**src/rtl/mem_wb_pipe.sv**
```systemverilog
// MEM/WB pipeline register: NUM_CH GPR write channels, optional HI/LO, LLbit,
// with flush / bubble / hold control, per-entry valid bit and a retire counter.
module mem_wb_pipe #(
    parameter int DATA_W    = 32,
    parameter int ADDR_W    = 5,
    parameter int NUM_CH    = 1,
    parameter int HILO_EN   = 1,
    parameter int STAGE_IDX = 4
) (
    input  logic                     clk,
    input  logic                     rst,
    input  logic [5:0]               stall,
    input  logic                     flush,
    input  logic                     mem_valid,
    input  logic [NUM_CH*ADDR_W-1:0] mem_wd,
    input  logic [NUM_CH-1:0]        mem_wreg,
    input  logic [NUM_CH*DATA_W-1:0] mem_wdata,
    input  logic                     mem_whilo,
    input  logic [DATA_W-1:0]        mem_hi,
    input  logic [DATA_W-1:0]        mem_lo,
    input  logic                     mem_llbit_we,
    input  logic                     mem_llbit_value,
    output logic                     wb_valid,
    output logic [NUM_CH*ADDR_W-1:0] wb_wd,
    output logic [NUM_CH-1:0]        wb_wreg,
    output logic [NUM_CH*DATA_W-1:0] wb_wdata,
    output logic                     wb_whilo,
    output logic [DATA_W-1:0]        wb_hi,
    output logic [DATA_W-1:0]        wb_lo,
    output logic                     wb_llbit_we,
    output logic                     wb_llbit_value,
    output logic [31:0]              retire_cnt
);

    typedef enum logic [1:0] {
        ACT_LOAD,
        ACT_HOLD,
        ACT_BUBBLE,
        ACT_FLUSH
    } action_e;

    action_e                     w_action;
    logic                        w_take;
    logic [NUM_CH-1:0]           w_wreg_base;
    logic [NUM_CH-1:0]           w_wreg_eff;
    logic                        w_unused_stall;

    logic                        r_valid;
    logic [NUM_CH*ADDR_W-1:0]    r_wd;
    logic [NUM_CH-1:0]           r_wreg;
    logic [NUM_CH*DATA_W-1:0]    r_wdata;
    logic                        r_whilo;
    logic [DATA_W-1:0]           r_hi;
    logic [DATA_W-1:0]           r_lo;
    logic                        r_llbit_we;
    logic                        r_llbit_value;
    logic [31:0]                 r_retire_cnt;

    // Bits of the stall vector outside this stage's pair are deliberately ignored.
    assign w_unused_stall = ^stall;

    always_comb begin
        if (flush)
            w_action = ACT_FLUSH;
        else if (stall[STAGE_IDX] && !stall[STAGE_IDX+1])
            w_action = ACT_BUBBLE;
        else if (stall[STAGE_IDX+1])
            w_action = ACT_HOLD;
        else
            w_action = ACT_LOAD;
    end

    assign w_take = (w_action == ACT_LOAD) && mem_valid;

    // Writes to r0 are dropped; of two channels hitting the same register, the higher index wins.
    always_comb begin
        // NOTE: every variable gets a default before the loops so no latch can be inferred.
        w_wreg_base = '0;
        w_wreg_eff  = '0;
        for (int j = 0; j < NUM_CH; j++)
            w_wreg_base[j] = mem_wreg[j] && (mem_wd[j*ADDR_W +: ADDR_W] != '0);
        w_wreg_eff = w_wreg_base;
        for (int i = 0; i < NUM_CH; i++)
            for (int j = i + 1; j < NUM_CH; j++)
                if (w_wreg_base[i] && w_wreg_base[j] &&
                    (mem_wd[i*ADDR_W +: ADDR_W] == mem_wd[j*ADDR_W +: ADDR_W]))
                    w_wreg_eff[i] = 1'b0;
    end

    always_ff @(posedge clk or negedge rst) begin
        if (!rst) begin
            r_valid       <= 1'b0;
            r_wd          <= '0;
            r_wreg        <= '0;
            r_wdata       <= '0;
            r_whilo       <= 1'b0;
            r_hi          <= '0;
            r_lo          <= '0;
            r_llbit_we    <= 1'b0;
            r_llbit_value <= 1'b0;
            r_retire_cnt  <= '0;
        end else if (w_action != ACT_HOLD) begin
            if (w_take) begin
                r_valid       <= 1'b1;
                r_wd          <= mem_wd;
                r_wreg        <= w_wreg_eff;
                r_wdata       <= mem_wdata;
                r_whilo       <= (HILO_EN != 0) && mem_whilo;
                r_hi          <= (HILO_EN != 0) ? mem_hi : '0;
                r_lo          <= (HILO_EN != 0) ? mem_lo : '0;
                r_llbit_we    <= mem_llbit_we;
                r_llbit_value <= mem_llbit_value;
                r_retire_cnt  <= r_retire_cnt + 32'd1;
            end else begin
                // Flush, bubble, or a load of an empty slot all capture a bubble.
                r_valid       <= 1'b0;
                r_wd          <= '0;
                r_wreg        <= '0;
                r_wdata       <= '0;
                r_whilo       <= 1'b0;
                r_hi          <= '0;
                r_lo          <= '0;
                r_llbit_we    <= 1'b0;
                r_llbit_value <= 1'b0;
            end
        end
    end

    assign wb_valid       = r_valid;
    assign wb_wd          = r_wd;
    assign wb_wreg        = r_wreg;
    assign wb_wdata       = r_wdata;
    assign wb_whilo       = r_whilo;
    assign wb_hi          = r_hi;
    assign wb_lo          = r_lo;
    assign wb_llbit_we    = r_llbit_we;
    assign wb_llbit_value = r_llbit_value;
    assign retire_cnt     = r_retire_cnt;

endmodule

```
**config.mk**
```make
export PLATFORM = sky130hd
export DESIGN_NAME = mem_wb_pipe
export DESIGN_NICKNAME = d
export VERILOG_FILES = /design/src/rtl/mem_wb_pipe.sv
export SDC_FILE = /design/constraint.sdc
export NUM_CORES = 1
export LEC_CHECK = 0
export CORE_ASPECT_RATIO = 0.75
export CORE_MARGIN = 3
export CORE_UTILIZATION = 37
export CTS_CLUSTER_DIAMETER = 40
export CTS_CLUSTER_SIZE = 8
export DETAILED_ROUTE_END_ITERATION = 8
export GPL_TIMING_DRIVEN = 0
export PLACE_DENSITY = 0.89
export SETUP_SLACK_MARGIN = 0.1
export SLEW_MARGIN = 20
export SYNTH_ARGS = -nofsm -noshare
export SYNTH_HDL_FRONTEND = slang
export SYNTH_SLANG_ARGS = --single-unit
```
**constraint.sdc**
```tcl
create_clock -name clk -period 1.9 [get_ports clk]
set_clock_uncertainty 0.2 [all_clocks]
set_input_delay 0.38 -clock clk [delete_from_list [all_inputs] [get_ports clk]]
set_output_delay 0.38 -clock clk [all_outputs]
set_load 0.01 [all_outputs]
```
==> impl_metrics.json <==
{
  "arrival_ns": 2.30,
  "clock_path_buffers": 2,
  "finalSetupViolCount": 19,
  "syn_to_final_growth_pct": 69.8,
  "async_flop_share_pct": 100,
  "tightest_slew_ns": 0.564,
  "ff_latch_area_um2": 3470,
  "ys.flop_type": "dfrtp_1",
  "dpl_cell_area_um2": 8070,
  "cts_tree": "yes",
  "numCtsBuffers": 17,
  "max-slew-margin-rel_pct": 62.3,
  "fp.dieW_um": 144,
  "antennaDiodeCount": 0,
  "overflow": 0,
  "grtUsageTotal_pct": 21.4,
  "core.rowCount": 37,
  "dieArea_um2": 15700,
  "fin_area_um2": 8930,
  "core_um2": 13800,
  "violations": "negative setup slack",
  "place_hpwl_mm": 12.1,
  "max_cap_viol_count": 0,
  "drc": 0,
  "worst_setup_path_end_kind": "flip-flop",
  "hp-start": "stall[4]",
  "pin_count": 253,
  "drt_first_pass_iters": 4,
  "avgSynthCellArea_um2": 13.9,
  "fin_setup_tns_ns": -1.98,
  "reg2reg_depth": 4,
  "clkSinkCount": 138,
  "synth_nets": 495,
  "min_delay_path_depth": 4,
  "fin_crit_sh_pct": 115,
  "p_total_mw": 7.32,
  "h-tree-depth": 4,
  "synth_edf_count": 0,
  "multi_input_area_um2": 1880,
  "vias": 4513,
  "synth.yosys.seq_area_share_pct": 65.7,
  "initial_core_util_pct": 38.1,
  "antenna_found_initial": 1,
  "required_ns": 2.01,
  "finalMaxSlewViolations": 0,
  "grt_pass1_wl_mm": 25.8,
  "start_kind": "input pin",
  "port_buffers": 248,
  "status": "finished with violations",
  "antenna_left": 0,
  "r2r_end": "retire_cnt[31]",
  "yosys_warnings": 0,
  "ys_types": 27,
  "syn_area_um2": 5260,
  "crit_type": "in -> reg",
  "rsz0062_at_grt": "true",
  "hold_end": "retire_cnt[4]",
  "synth_seq_cells": 138,
  "drive_gt1_share_pct": 18.5,
  "final_hold_viol_count": 0,
  "min_path_type": "in -> reg",
  "via_per_inst": 5.23,
  "synth_cells": 379,
  "clk_pin_slew_ns": 0.06,
  "ff2ff_setup_slack_ns": -0.13,
  "stdcell_count": 863,
  "path_max_fanout": 5,
  "grt_pass1_vias": 4825,
  "die_h_um": 109,
  "powerDensity_nw_per_um2": 820,
  "final.setup.worst_slack_ns": -0.283,
  "nets": 791,
  "grt_max_degree": 74,
  "leakage_nw": 4.79,
  "irDropWorstVdd_v": 0.000502,
  "dp.cells": 803,
  "clkLatencyLatePin_ns": 0.41,
  "final.fill_count": 1050,
  "layout_min_cycle_time_ns": 2.18,
  "gp_congestion": 0.800,
  "drt_iter0_markers": 241,
  "r2r_start": "retire_cnt[6]",
  "routedWlPerCell_um": 19.8,
  "detail_route.wirelength_mm": 17.1,
  "hold_slack_ns": 0.108,
  "cts-root-buf": "clkbuf_16",
  "fmax_mhz": 458
}
cells by family after synthesis:
family          after synthesis  share of synthesized area, %
xor+xnor                     31                          5.16
flops                       138                          65.7
buf+inv                      34                          2.71
simple gates                 70                          8.69
compound gates              105                          17.5
fa+ha+maj                     1                         0.238
cells in the mapped netlist (2+ instances only):
master	count	area share [%]
xor2_1	15	2.5
nor2_1	5	0.36
dfrtp_1	138	66
clkbuf_1	25	1.8
inv_1	6	0.43
and3_1	5	0.59
nor3_1	5	0.48
or4_4	2	0.43
nand4_1	11	1.3
buf_6	2	0.43
nor3_2	5	0.95
and4_1	2	0.33
nand2_1	13	0.93
xnor2_1	16	2.7
nor4_2	4	0.95
a22o_1	104	17
nand3_1	11	1.0
worst max-delay path, cell delays in order:
cell	delay [ns]
buf_6	0.09
or4b_4	0.52
buf_6	0.13
or4_4	0.50
buf_12	0.16
buf_6	0.11
nor4_4	0.16
xor2_1	0.23
how the worst max path moves through the flow:
stage | end | cells past startpoint | startpoint | slack [ns]
after global placement | wb_wdata[29] | 1 | rst | -4.87
final | retire_cnt[31] | 8 | stall[4] | -0.28
after floorplan | retire_cnt[19] | 6 | stall[5] | -0.37
after CTS | retire_cnt[25] | 7 | stall[4] | -0.25
after detailed placement | wb_wdata[6] | 5 | stall[5] | -1.06
after global routing | retire_cnt[31] | 8 | stall[4] | -0.27
through the flow:
stage	setup slack (ns)	utilization (%)
after global placement	-4.87	58.3
after global routing	-0.271	64.7
after CTS	-0.245	63.8
after detailed placement	-1.06	58.5
after floorplan	-0.372	-
final	-0.283	64.7
registers in the layout, summed over array words and instances, names as in the netlist:
register,count
retire_cnt,32
wb_hi,32
wb_lo,32
wb_wdata,32
wb_wd,5
wb_llbit_value,1
wb_llbit_we,1
wb_valid,1
wb_whilo,1
wb_wreg,1
cell usage in the layout, fill, tap and decap left out, types with 2 or more instances in the layout:
cell type,n
clkbuf_16,17
xnor2_1,11
xor2_1,15
buf_2,3
nor4_4,6
clkbuf_2,16
dfrtp_2,12
clkdlybuf4s50_1,105
dlygate4sd2_1,136
nor3_4,7
nand2_1,13
clkbuf_1,8
buf_6,12
nand3_4,2
nand4_1,11
nor2_4,3
clkinvlp_4,2
a22o_1,104
dfrtp_1,126
bufinv_16,2
nor3_1,3
buf_4,18
nand3_1,8
clkinv_4,5
inv_1,6
inv_8,2
and3_1,5
inv_6,2
xnor2_2,5
or4_4,2
and4_1,2
what timing repair did:
action | 4_1_cts | 5_1_grt
endpoints found under the setup margin | 273 | 77
hold buffers | 1 | 0
setup buffers | 24 | 3
cloned | 1 | 0
gates resized for setup | 188 | 41
pin swaps | 22 | 19
endpoints found under the hold margin | 65 | 0
power breakdown:
part | switching [mW] | leakage [nW] | internal [mW]
clock | 1.33 | 0.291 | 2.00
combinational | 0.361 | 2.63 | 0.472
sequential | 0.109 | 1.87 | 3.05
total | 1.80 | 4.79 | 5.52
area by class of cell:
cell class                      instances  area share, %
Sequential cell                       138           38.8
Timing Repair Buffer                  277           29.0
Multi-Input combinational cell        207           21.0
Clock buffer                           18           4.92
Tap cell                              175           2.45
Clock inverter                         14           1.84
Buffer                                 28           1.72
Inverter                                6          0.252
per-layer routing:
layer	share of wire (%)	GRT usage, %	vias to the layer above
met5	0.076	0	-
met4	1.8	6.65	2
met3	7.1	7.67	31
met2	50	35.6	196
met1	41	26.3	2263
li1	-	-	2021
(Power assumes the default switching activity.)
